==> src/rtl/regfile_write_arbiter_if.sv <==
// Bundle of requester handshakes and register-file write port for the write arbiter.
// Requesters and the register file sit on the master side; the arbiter uses the slave side.
interface regfile_write_arbiter_if #(
  parameter int unsigned DATA_W = 16,
  parameter int unsigned ADDR_W = 3
);
  logic              hold;
  logic              aValid;
  logic [ADDR_W-1:0] aAddr;
  logic [DATA_W-1:0] aData;
  logic              aReady;
  logic              bValid;
  logic [ADDR_W-1:0] bAddr;
  logic [DATA_W-1:0] bData;
  logic              bReady;
  logic [DATA_W-1:0] regIn;
  logic [ADDR_W-1:0] regInAddr;
  logic              regInWE;
  logic              prio;
  logic [7:0]        aCount;
  logic [7:0]        bCount;

  modport slave (
    input  hold, aValid, aAddr, aData, bValid, bAddr, bData,
    output aReady, bReady, regIn, regInAddr, regInWE, prio, aCount, bCount
  );

  modport master (
    output hold, aValid, aAddr, aData, bValid, bAddr, bData,
    input  aReady, bReady, regIn, regInAddr, regInWE, prio, aCount, bCount
  );
endinterface

==> src/rtl/regfile_write_arbiter.sv <==
// Two-requester round-robin arbiter for a single register-file write port.
// Grants are combinational; the winning write is registered and presented one cycle later.
module regfile_write_arbiter #(
  parameter int unsigned DATA_W = 16,
  parameter int unsigned ADDR_W = 3
) (
  input logic                    clk,
  input logic                    rst,
  regfile_write_arbiter_if.slave bus
);

  logic              a_grant, b_grant;
  logic              prio_q, prio_d;
  logic              we_q, we_d;
  logic [DATA_W-1:0] data_q, data_d;
  logic [ADDR_W-1:0] addr_q, addr_d;
  logic [7:0]        a_cnt_q, a_cnt_d;
  logic [7:0]        b_cnt_q, b_cnt_d;

  // Ready is gated by rst as well so nothing is granted while reset is asserted.
  always_comb begin
    a_grant = 1'b0;
    b_grant = 1'b0;
    if (rst && !bus.hold) begin
      if (bus.aValid && (!bus.bValid || !prio_q)) begin
        a_grant = 1'b1;
      end else if (bus.bValid) begin
        b_grant = 1'b1;
      end
    end
  end

  always_comb begin
    prio_d  = prio_q;
    we_d    = 1'b0;
    data_d  = data_q;
    addr_d  = addr_q;
    a_cnt_d = a_cnt_q;
    b_cnt_d = b_cnt_q;
    if (a_grant) begin
      prio_d = 1'b1;
      we_d   = 1'b1;
      data_d = bus.aData;
      addr_d = bus.aAddr;
      if (a_cnt_q != 8'hff) begin
        a_cnt_d = a_cnt_q + 8'd1;
      end
    end else if (b_grant) begin
      prio_d = 1'b0;
      we_d   = 1'b1;
      data_d = bus.bData;
      addr_d = bus.bAddr;
      if (b_cnt_q != 8'hff) begin
        b_cnt_d = b_cnt_q + 8'd1;
      end
    end
  end

  always_ff @(posedge clk or negedge rst) begin
    if (!rst) begin
      prio_q  <= 1'b0;
      we_q    <= 1'b0;
      data_q  <= '0;
      addr_q  <= '0;
      a_cnt_q <= 8'd0;
      b_cnt_q <= 8'd0;
    end else begin
      prio_q  <= prio_d;
      we_q    <= we_d;
      data_q  <= data_d;
      addr_q  <= addr_d;
      a_cnt_q <= a_cnt_d;
      b_cnt_q <= b_cnt_d;
    end
  end

  assign bus.aReady    = a_grant;
  assign bus.bReady    = b_grant;
  assign bus.regIn     = data_q;
  assign bus.regInAddr = addr_q;
  assign bus.regInWE   = we_q;
  assign bus.prio      = prio_q;
  assign bus.aCount    = a_cnt_q;
  assign bus.bCount    = b_cnt_q;

endmodule

==> src/flat_wrapper.sv <==
// flat-port wrapper written by rule: the top's interface ports become plain ports
module regfile_write_arbiter_flat 
#(
  parameter int unsigned DATA_W = 16,
  parameter int unsigned ADDR_W = 3
)
  (clk, rst, bus_hold, bus_aValid, bus_aAddr, bus_aData, bus_bValid, bus_bAddr, bus_bData, bus_aReady, bus_bReady, bus_regIn, bus_regInAddr, bus_regInWE, bus_prio, bus_aCount, bus_bCount);
  regfile_write_arbiter_if #(.DATA_W(DATA_W), .ADDR_W(ADDR_W)) bus_i ();
  input logic clk;
  input logic rst;
  input wire logic [$bits(bus_i.hold)-1:0] bus_hold;
  input wire logic [$bits(bus_i.aValid)-1:0] bus_aValid;
  input wire logic [$bits(bus_i.aAddr)-1:0] bus_aAddr;
  input wire logic [$bits(bus_i.aData)-1:0] bus_aData;
  input wire logic [$bits(bus_i.bValid)-1:0] bus_bValid;
  input wire logic [$bits(bus_i.bAddr)-1:0] bus_bAddr;
  input wire logic [$bits(bus_i.bData)-1:0] bus_bData;
  output wire logic [$bits(bus_i.aReady)-1:0] bus_aReady;
  output wire logic [$bits(bus_i.bReady)-1:0] bus_bReady;
  output wire logic [$bits(bus_i.regIn)-1:0] bus_regIn;
  output wire logic [$bits(bus_i.regInAddr)-1:0] bus_regInAddr;
  output wire logic [$bits(bus_i.regInWE)-1:0] bus_regInWE;
  output wire logic [$bits(bus_i.prio)-1:0] bus_prio;
  output wire logic [$bits(bus_i.aCount)-1:0] bus_aCount;
  output wire logic [$bits(bus_i.bCount)-1:0] bus_bCount;
  assign bus_i.hold = bus_hold;
  assign bus_i.aValid = bus_aValid;
  assign bus_i.aAddr = bus_aAddr;
  assign bus_i.aData = bus_aData;
  assign bus_i.bValid = bus_bValid;
  assign bus_i.bAddr = bus_bAddr;
  assign bus_i.bData = bus_bData;
  assign bus_aReady = bus_i.aReady;
  assign bus_bReady = bus_i.bReady;
  assign bus_regIn = bus_i.regIn;
  assign bus_regInAddr = bus_i.regInAddr;
  assign bus_regInWE = bus_i.regInWE;
  assign bus_prio = bus_i.prio;
  assign bus_aCount = bus_i.aCount;
  assign bus_bCount = bus_i.bCount;
  regfile_write_arbiter #(.DATA_W(DATA_W), .ADDR_W(ADDR_W)) u_core (.clk(clk), .rst(rst), .bus(bus_i));
endmodule
==> config.mk <==
export PLATFORM = sky130hd
export DESIGN_NAME = regfile_write_arbiter_flat
export DESIGN_NICKNAME = d
export VERILOG_FILES = /design/src/rtl/regfile_write_arbiter_if.sv /design/src/rtl/regfile_write_arbiter.sv /design/src/flat_wrapper.sv
export SDC_FILE = /design/constraint.sdc
export NUM_CORES = 1
export LEC_CHECK = 0
export BUFFER_PORTS_ARGS = -buffer_cell sky130_fd_sc_hd__buf_2
export CAP_MARGIN = 40
export CORE_MARGIN = 3
export CORE_UTILIZATION = 30
export DETAILED_ROUTE_END_ITERATION = 7
export GPL_TIMING_DRIVEN = 0
export PLACE_DENSITY = 0.59
export SLEW_MARGIN = 20
export SYNTH_ARGS = -nofsm -noshare
export SYNTH_HDL_FRONTEND = slang
export SYNTH_SLANG_ARGS = --single-unit
==> constraint.sdc <==
create_clock -name clk -period 1.5 [get_ports clk]
set_clock_uncertainty 0.2 [all_clocks]
set_input_delay 0.15 -clock clk [delete_from_list [all_inputs] [get_ports clk]]
set_output_delay 0.15 -clock clk [all_outputs]
set_load 0.02 [all_outputs]
Yosys cells after proc, flatten, opt, wreduce, memory -nomap -nowiden --
Index checks and enable logic that the tools add are counted. W data, S select, Z words.
Storage, ports and cells: input port bits 43, latch bits 0, memories kept 0, ROM bits 0, output and inout bits 39, word-level logic and storage cells 33, register bits after elaboration 37, bits in writable memories 0
Operators by class: bitwise logic cells 1, muxes and demuxes 13, add/sub/neg operators 2, reduce and logical (&&, ||, !) cells 9, shift-type cells 0, $lt $le $gt $ge 0, div/mod/pow operators 0, multiply operators 0, equal/unequal tests 2
Operators by type and width (count):
- $mux W16 | 2
- $add A8 B1 Y8 const B | 2
- $ne A8 B8 Y1 const B | 2
- $mux W1 | 9
- $mux W3 | 2
- $logic_not A1 Y1 | 3
- $reduce_and A3 Y1 | 1
- $logic_and A1 B1 Y1 | 2
- $reduce_and A2 Y1 | 1
- $reduce_bool A2 Y1 | 1
- $logic_or A1 B1 Y1 | 1
- $not A1 Y1 | 1

Depth between registers and ports, before layout --
Gate-level depths: netlist of run 1.
word-level depth 7, mapped depth 7, gate-level depth less buffers 5

Worst setup path before layout of run 1 --
No wires, ideal clock.
path kind register to register, start point reg u_core.a_cnt_q[0] (netlist: u_core.bus.aCount[0]), end point reg u_core.a_cnt_q[1] (netlist: u_core.bus.aCount[1]), data arrival time 1461 ps, data required time 1175 ps, setup slack -286 ps, cell stages (with the launch flop) 5, library setup time 125 ps, cells stage by stage dfrtp_1 ha_1 nand3_1 o21ai_0 mux2_2
Between the ends: word-level cells in the longest chain between the ends 2, elaborated cells on any way between the ends 3, classes of those cells 1 x add/sub; 1 x eq/ne; 1 x reduce/logical
Ends and longest elaborated chain:
- from (decl) | line regfile_write_arbiter.sv:17 | logic [7:0] a_cnt_q, a_cnt_d;
- from (signal assigned) | line regfile_write_arbiter.sv:72 | a_cnt_q <= a_cnt_d;
- parallel branches: the longest is 2 deep, another holds $add A8 B1 Y8
Parallel ways; which one is timed is not known. A chain may end at the register's enable or synchronous reset.

Worst setup path in the final report of run 1 --
start point reg u_core.prio_q (netlist: u_core.bus.prio), end point out bus_bReady
Between the ends: word-level cells in the longest chain between the ends 5
Ends and longest elaborated chain:
- from (decl) | line regfile_write_arbiter.sv:13 | logic prio_q, prio_d;
- from (signal assigned) | line regfile_write_arbiter.sv:68 | prio_q <= prio_d;
- $logic_not A1 Y1 | line regfile_write_arbiter.sv:25 | if (bus.aValid && (!bus.bValid || !prio_q)) begin
- $logic_or A1 B1 Y1 | line regfile_write_arbiter.sv:25
- $logic_and A1 B1 Y1 | line regfile_write_arbiter.sv:25
- $mux W1 | line regfile_write_arbiter.sv:25
- $mux W1 | line regfile_write_arbiter.sv:24 | if (rst && !bus.hold) begin
- to (decl) | line flat_wrapper.sv:19 | output wire logic [$bits(bus_i.bReady)-1:0] bus_bReady;
No other way between the ends.

==> metrics, run 1 <==
Final Total Pwr 0.00391 W; Crit-path slowest cell dfrtp_2; RSZ-0062 raised after global routing true; PnR worst setup slack -193 ps; met2 routed WL 3.15 mm; CTS sink cnt 37; Worst setup SP type flip-flop; Top delay family on crit path flip-flops; synth cell count leaders a21oi_1 (43), dfrtp_1 (37), nand2_1 (29); WP data arrival 1340 ps; WL/cell 14.8 um; Placed Cells 344; Vias/cell 4.70; Total GRT Usage 16.6%; # DRC 0; DRT iter0 DRCs 59; share of cells above drive strength 1 50.7%; initial antenna violation count 0; Reg area 943 um^2; measured slew at the worst slew-check pin 535 ps; status finished, violations left; post-detail-place hpwl 3.52 mm; failing checks negative setup slack; uppermost layer routed met4; Mapped Avg Cell Area 9.34 um^2; ys async rst share 100%; yosys warns 0; DRT met1 WL 2.56 mm; Core Rows 27; Yosys cell types 34; Post-Syn Area 1770 um^2; worst vdd ir 0.647 mV; first-pass GRT wire length 9.29 mm; Layout Area Growth over Synthesis 85.3%; fin cells 409; fin crit period 1690 ps; Layout Nets 381; Placement Setup Slack -632 ps; root buffer cell clkbuf_8; Setup TNS Final -3610 ps; Worst setup EP type output pin; Synth Flop Type dfrtp_1; IO Pins 82; worst skew pair latency 290 ps; CTS tree built; CORE AREA 5610 um^2; Achievable Freq 591 MHz; antenna-violating nets left 0; Min-Delay Path Class in -> async; Seq pwr share 40.7%; MaxCap Viol Count 0; Die Span Y 82.9 um; Layout Utilization 58.6%; register area share after synthesis 52.2%; TritonCTS Buffers 5; Post-synth EDFFs 0; largest net degree at the start of global routing 16; post-synthesis cell count 190; via count 1922; Req. time, crit path 1150 ps; Syn Nets 235; largest area contributor in the netlist dfrtp_1; Comb power frac 39.4%; crit-path max cell delay 430 ps; total leakage power 1.55 nW; Slew HR 64.2%; RD Place Congestion 0.766; crit path cell chain nor2b_2, or2_1, buf_6, inv_8, buf_12, buf_8; Die Footprint 6870 um^2; clock share of power 19.9%; count leader, synth a21oi_1; vias in the first global route 1832; top cell type's share of synthesized area 52.2%; worst-path maximum fanout 3; Starting Density 31.6%; clock slew at reported path FFs 80 ps; Ant. Diodes 0; Switch Pwr 0.00149 W; PwrDens 1190 nW/um^2; die width 82.9 um; Congestion Overflow GR 0; Buffers on Ports 81; clk buf depth 2; P_int 0.00241 W; WP buf/inv 4; met3 routed wirelength 267 um; multi-input logic area 988 um^2; reg2reg setup slack -170 ps; largest cells by area after synthesis dfrtp_1 (52%), a21oi_1 (12%), nand2_1 (6.1%); period utilization 113%; DR pass1 iterations 4; fill count 489; Yosys reg bits 37; Routed Wire Length 6.04 mm; crit path kind reg -> out; # H-tree levels 2; switching share of power 38.2%; Final Hold Violating Endpoints 0; Max Slew Vio Count 0; # setup viols final 32
[final timing paths]
kind | depth (start not counted) | end | startpoint
setup reg to reg | 7 | u_core.bus.bCount[1]$_DFFE_PN0P_ | u_core.bus.prio$_DFFE_PN0P_
setup / recovery | 6 | bus_bReady | u_core.bus.prio$_DFFE_PN0P_
hold reg to reg | 1 | u_core.bus.bCount[5]$_DFFE_PN0P_ | u_core.bus.bCount[5]$_DFFE_PN0P_
max in group asynchronous | 3 | u_core.bus.prio$_DFFE_PN0P_ | rst
hold / removal | 2 | u_core.bus.regIn[3]$_DFFE_PN0P_ | rst
min in group clk | 3 | u_core.bus.prio$_DFFE_PN0P_ | bus_hold
[power by group through the flow]
stage,clock (W),combinational (W),sequential (W)
final,0.000776,0.00154,0.00159
after global routing,0.000851,0.00167,0.00164
after CTS,0.000803,0.00148,0.00156
after detailed placement,0,0.00131,0.00158
after global placement,0,0.00127,0.00158
after floorplan,0,0.000502,0.00188
[layer usage]
layer	GRT usage, %	up-vias
met5	0	-
li1	-	940
met4	4.16	0
met1	20.7	916
met3	3.67	6
met2	29.1	60
[sequential cells by signal, indices dropped and copies added (netlist names)]
register and count:
u_core.bus.aCount 8, u_core.bus.bCount 8, u_core.bus.prio 1, u_core.bus.regIn 16, u_core.bus.regInAddr 3, u_core.bus.regInWE 1
[through the flow]
stage	area, um^2	hold WS (ps)
after detailed placement	2460	-113
final	3290	55.3
after global placement	2440	120
after global routing	3290	46.8
after CTS	3140	32.7
after floorplan	1940	-346
[cells in the final DEF (no fill, tap or decap), types with 2 or more instances in the layout]
cell,n
buf_8,2
buf_4,15
buf_12,4
a21oi_1,23
buf_2,78
dfrtp_2,14
a21oi_2,18
clkbuf_8,7
nand2b_1,2
mux2_4,5
and4_1,2
dfrtp_1,23
ha_4,2
xnor2_1,5
nand2_1,28
nand3_1,4
inv_1,3
dlygate4sd3_1,40
buf_6,5
a21oi_4,2
nand3_4,3
o21ai_4,2
nand4_1,2
nor2_1,22
[area by class of cell]
cell class,count,share of cell area [%]
tap,72,2.74
timing repair buffer,139,31.1
multi-input combinational,139,30.1
inverter,5,0.875
clock inverter,1,0.152
sequential,37,28.7
clock buffer,7,2.93
buffer,9,3.46
[cell families after synthesis]
family	count (synthesis)	synth area share [%]
fa+ha+maj	2	1.41
buf+inv	14	4.80
compound gates	50	15.1
flops	37	52.2
simple gates	75	19.5
xor+xnor	5	2.47
mux	7	4.58
[timing repair]
action	CTS	global route
setup buffers	8	6
pin swaps	2	7
cloned	1	1
endpoints found under the hold margin	56	0
endpoints found under the setup margin	37	34
gates resized for setup	24	14
hold buffers	40	0
(Power assumes the default switching activity.)
==> run 2, diff against run 1 <==
--- a/config.mk
+++ b/config.mk
@@ -10,9 +10,8 @@
 export CORE_MARGIN = 3
 export CORE_UTILIZATION = 30
 export DETAILED_ROUTE_END_ITERATION = 7
-export GPL_TIMING_DRIVEN = 0
 export PLACE_DENSITY = 0.59
-export SLEW_MARGIN = 20
+export SLEW_MARGIN = 25
 export SYNTH_ARGS = -nofsm -noshare
 export SYNTH_HDL_FRONTEND = slang
 export SYNTH_SLANG_ARGS = --single-unit
==> metrics, run 2 (synthesized netlist as in run 1, its figures left out) <==
CTS tree built; Vias/cell 4.75; Starting Density 31.6%; Worst setup SP type flip-flop; die width 82.9 um; max reg flops 16; WL/cell 14.5 um; commonest non-fill, non-tap cells in the layout buf_2 (79), dlygate4sd3_1 (39), buf_4 (34), nand2_1 (28), dfrtp_1 (24); Die Footprint 6870 um^2; Reg area 942 um^2; multi-input logic area 1050 um^2; DRT iter0 DRCs 50; end of the worst hold path u_core.bus.prio$_DFFE_PN0P_; worst-path maximum fanout 4; share of cells above drive strength 1 55.7%; DR pass1 iterations 4; Layout Area Growth over Synthesis 93.4%; WP data arrival 1590 ps; CTS sink cnt 37; Final Hold Violating Endpoints 0; most common cell after layout, fill and taps aside buf_2; Max Slew Vio Count 0; post-detail-place hpwl 3.73 mm; clk buf depth 2; fill count 483; Total GRT Usage 17.4%; Congestion Overflow GR 0; worst skew pair latency 280 ps; r2r startpoint u_core.bus.prio$_DFFE_PN0P_; RSZ-0062 raised after global routing true; worst vdd ir 0.639 mV; first-pass GRT wire length 9.74 mm; FF-to-FF End u_core.bus.bCount[1]$_DFFE_PN0P_; Die Span Y 82.9 um; hold wc startpoint bus_hold; # setup viols final 29; CORE AREA 5610 um^2; IO Pins 82; WHS Path Cells 4; Achievable Freq 616 MHz; failing checks negative setup slack; root buffer cell clkbuf_8; # H-tree levels 2; MaxCap Viol Count 0; initial antenna violation count 0; Routed Wire Length 6.14 mm; Buffers on Ports 81; Worst Hold Slack 149 ps; total leakage power 1.63 nW; PwrDens 1180 nW/um^2; Slew HR 79.0%; period utilization 108%; Ant. Diodes 0; measured slew at the worst slew-check pin 315 ps; antenna-violating nets left 0; TritonCTS Buffers 5; largest net degree at the start of global routing 24; Req. time, crit path 1460 ps; Layout Nets 396; Worst setup EP type flip-flop; status finished, violations left; Final Total Pwr 0.00405 W; # DRC 0; crit path kind reg -> reg; Reg2Reg Depth 6; Placement Setup Slack -106 ps; via count 2013; PnR worst setup slack -122 ps; RD Place Congestion 0.836; reg2reg setup slack -120 ps; Setup TNS Final -1850 ps; Core Rows 27; fin crit period 1620 ps; Min-Delay Path Class in -> reg; clock slew at reported path FFs 70 ps; vias in the first global route 1974
[run 2: cell types whose count changed in the layout (fill, tap and decap cells not counted), moves of 2 or more]
cell / delta
a21oi_1: -2
a21oi_2: +4
buf_6: -2
nand3_2: +2
a21oi_4: -2
buf_4: +19
nand3_1: -3
[run 2: timing repair]
item | 4_1_cts | 5_1_grt
cloned | 1 | 1
buffers inserted | 9 | 7
gates resized for setup | 29 | 13
hold endpoints to repair | 56 | 0
hold buffers | 39 | 0
setup endpoints to repair | 29 | 35
pin swaps | 9 | 11
[run 2: how the worst max path moves through the flow]
stage                                            from                                to  slack (ps)  cells after the start
after floorplan           u_core.bus.prio$_DFFE_PN0P_  u_core.bus.bCount[1]$_DFFE_PN0P_         -60                      6
after global placement    u_core.bus.prio$_DFFE_PN0P_   u_core.bus.regIn[6]$_DFFE_PN0P_         -70                      5
after detailed placement  u_core.bus.prio$_DFFE_PN0P_  u_core.bus.regIn[10]$_DFFE_PN0P_        -110                      5
after CTS                 u_core.bus.prio$_DFFE_PN0P_                        bus_bReady        -120                      5
after global routing      u_core.bus.prio$_DFFE_PN0P_                        bus_bReady        -180                      5
final                     u_core.bus.prio$_DFFE_PN0P_  u_core.bus.bCount[1]$_DFFE_PN0P_        -120                      6
[run 2: area by class of cell]
cell class,count,area share [%]
inverters,5,0.838
flip-flops and latches,37,27.5
multi-input cells,139,30.6
clock buffers,8,2.62
repair buffers,163,35.9
well taps,72,2.62
[run 2: where the power goes]
part	total, W	internal, W	switching, W
Clock	0.000707	0.000375	0.000332
Sequential	0.00156	0.00128	0.000281
Combinational	0.00178	0.000842	0.000936
Total	0.00405	0.00250	0.00155
[run 2: layer usage]
metal  GRT usage (%)  share of wire, %  vias to the layer above
met5               0                 0                        -
met1            20.7                42                      979
li1                -                 -                      975
met3            3.57               4.1                        7
met4            4.01              0.85                        0
met2            31.9                53                       52
[run 2: worst max-delay path, cell delays in order, from the launching register on]
cell and delay [ps]:
dfrtp_2 430, nor2b_2 130, or2_4 160, inv_8 40
buf_4 160, o21ai_4 70, mux2_4 310
[run 2: per-stage QoR]
step / utilization (%) / cell area [um^2] / std cells
6_report: 61.2 / 3430 / 424
5_1_grt: 61.2 / 3430 / 424
4_1_cts: 58.8 / 3300 / 417
3_5_place_dp: 46.5 / 2610 / 360
3_3_place_gp: 46.5 / 2610 / 360
2_1_floorplan: - / 1940 / 190
==> run 3, diff against run 2 <==
--- a/config.mk
+++ b/config.mk
@@ -5,12 +5,13 @@
 export SDC_FILE = /design/constraint.sdc
 export NUM_CORES = 1
 export LEC_CHECK = 0
+export ABC_AREA = 1
 export BUFFER_PORTS_ARGS = -buffer_cell sky130_fd_sc_hd__buf_2
 export CAP_MARGIN = 40
 export CORE_MARGIN = 3
-export CORE_UTILIZATION = 30
+export CORE_UTILIZATION = 44
 export DETAILED_ROUTE_END_ITERATION = 7
-export PLACE_DENSITY = 0.59
+export PLACE_DENSITY = 0.77
 export SLEW_MARGIN = 25
 export SYNTH_ARGS = -nofsm -noshare
 export SYNTH_HDL_FRONTEND = slang
==> metrics, run 3 <==
status finished, violations left; failing checks negative setup slack; Post-Syn Area 2160 um^2; largest area contributor in the netlist dfrtp_1; IO Pins 82; die width 76.1 um; Layout Area Growth over Synthesis 54.1%; Switch Pwr 0.00126 W; uppermost layer routed met4; clock slew at reported path FFs 70 ps; register area share after synthesis 42.8%; Die Span Y 76.1 um; Starting Density 47.7%; yosys warns 0; CTS sink cnt 37; CP endpoint bus_aReady; root buffer cell clkbuf_8; # H-tree levels 2; Worst setup EP type output pin; P_int 0.00218 W; Yosys cell types 20; FF-to-FF End u_core.bus.regIn[5]$_DFFE_PN0P_; # setup viols final 3; Ant. Diodes 0; antenna-violating nets left 0; Synth Flop Type dfrtp_1; initial antenna violation count 0; measured slew at the worst slew-check pin 407 ps; Critical Path Start u_core.bus.prio$_DFFE_PN0P_; Max Slew Vio Count 0; RSZ-0062 raised after global routing true; Congestion Overflow GR 0; ys async rst share 100%; Die Footprint 5790 um^2; Req. time, crit path 1150 ps; worst skew pair latency 280 ps; Total GRT Usage 22.3%; Final Hold Violating Endpoints 0; via count 2413; switching share of power 36.6%; worst vdd ir 0.516 mV; worst-path maximum fanout 4; CORE AREA 4530 um^2; TritonCTS Buffers 5; # DRC 0; Buffers on Ports 81; largest cells by area after synthesis dfrtp_1 (43%), nand2_1 (19%), nand3_1 (11%); clk buf depth 2; Post-synth EDFFs 0; WP data arrival 1200 ps; top cell type's share of synthesized area 42.8%; Worst setup SP type flip-flop; RD Place Congestion 0.874; DRT iter0 DRCs 110; first-pass GRT wire length 10.5 mm; largest net degree at the start of global routing 34; Routed Wire Length 6.51 mm; most common cell after layout, fill and taps aside nand2_1; Layout Nets 479; WL/cell 13.0 um; share of cells above drive strength 1 35.2%; Vias/cell 4.83; crit path kind reg -> out; period utilization 103%; met2 routed WL 3.34 mm; post-detail-place hpwl 4.14 mm; reg2reg setup slack -10 ps; MaxCap Viol Count 0; Worst Hold Slack 2.23 ps; post-synthesis cell count 297; CTS tree built; total leakage power 1.79 nW; PnR worst setup slack -45.5 ps; max reg flops 16; DRT met1 WL 2.61 mm; r2r startpoint u_core.bus.prio$_DFFE_PN0P_; Core Rows 24; Yosys reg bits 37; Comb power frac 37.9%; Seq pwr share 40.3%; Syn Nets 342; Slew HR 72.9%; Reg2Reg Depth 8; DR pass1 iterations 4; Min-Delay Path Class in -> reg; fin crit period 1550 ps; Setup TNS Final -53.9 ps; count leader, synth nand2_1; Achievable Freq 647 MHz; PwrDens 1030 nW/um^2; synth cell count leaders nand2_1 (110), nand3_1 (46), dfrtp_1 (37), inv_1 (37), o21bai_1 (19); Mapped Avg Cell Area 7.28 um^2; vias in the first global route 2273; clock share of power 21.8%; commonest non-fill, non-tap cells in the layout nand2_1 (108), buf_2 (79), inv_1 (35), nand3_1 (34), dfrtp_1 (33); met3 routed wirelength 430 um
-- run 3: changes by cell type in the layout (fill, tap and decap cells not counted), sizes merged, moves of 14 or more --
cell    change
nand2      +87
a21oi      -42
nand3      +39
inv        +32
o21bai     +19
buf        -14
-- run 3: worst min path at each step --
stage / start / endpoint / slack [ps] / cells after the start
3_3_place_gp: rst / u_core.bus.regInAddr[2]$_DFFE_PN0P_ / -220 / 1
3_5_place_dp: rst / u_core.bus.regInAddr[2]$_DFFE_PN0P_ / -220 / 1
2_1_floorplan: rst / u_core.bus.aCount[0]$_DFFE_PN0P_ / -350 / 0
6_report: bus_aAddr[2] / u_core.bus.regInAddr[2]$_DFFE_PN0P_ / 2 / 5
4_1_cts: bus_aAddr[2] / u_core.bus.regInAddr[2]$_DFFE_PN0P_ / 1 / 5
5_1_grt: bus_bAddr[2] / u_core.bus.regInAddr[2]$_DFFE_PN0P_ / 30 / 4
-- run 3: stage by stage --
stage	utilization (%)	cell area (um^2)	setup slack, ps	cells	total power, W
6_report	73.5	3330	-45.5	500	0.00344
5_1_grt	73.5	3330	-102	500	0.00366
4_1_cts	70.1	3180	-62.0	493	0.00336
3_5_place_dp	59.8	2710	-61.9	450	0.00252
3_3_place_gp	59.8	2710	-1.24	450	0.00250
2_1_floorplan	-	2170	19.2	297	0.00205
-- run 3: final cells by class --
class | instances | area [um^2]
timing repair buffer | 138 | 930
clock buffer | 7 | 96.3
clock inverter | 1 | 5.00
tap | 65 | 81.3
multi-input combinational | 211 | 1120
fill | 340 | 1200
inverter | 38 | 149
timing repair inverter | 3 | 22.5
sequential | 37 | 931
-- run 3: repair_timing --
item / in CTS / in global routing
gates cloned: 1 / 3
endpoints found under the hold margin: 54 / 0
gates resized for setup: 9 / 25
endpoints found under the setup margin: 30 / 37
hold buffers: 29 / 0
buffers inserted: 5 / 4
pin swaps: 2 / 4
-- run 3: layer usage --
metal  vias up  track usage, %
met4         0            8.15
li1       1196               -
met1      1108            27.1
met3        12            5.44
met2        97            38.6
met5         -               0
-- run 3: critical path: stages, from the launching register on --
cell,delay (ps)
dfrtp_1,400
nand2_2,90
nand2_4,80
nor2_4,120
buf_6,120
buf_6,110
-- run 3: power by group through the flow --
| stage | registers, W | clock network [W] | logic [W] |
|---|---|---|---|
| final | 0.00139 | 0.000750 | 0.00131 |
| after global routing | 0.00141 | 0.000813 | 0.00144 |
| after CTS | 0.00136 | 0.000761 | 0.00125 |
| after detailed placement | 0.00137 | 0 | 0.00115 |
| after global placement | 0.00137 | 0 | 0.00113 |
| after floorplan | 0.00163 | 0 | 0.000412 |
-- run 3: cells by family after synthesis --
| kind of cell | Yosys count | share of synthesized area, % |
|---|---|---|
| fa+ha+maj | 2 | 1.16 |
| simple gates | 178 | 35.5 |
| compound gates | 25 | 7.99 |
| flops | 37 | 42.8 |
| xor+xnor | 5 | 2.03 |
| buf+inv | 50 | 10.5 |
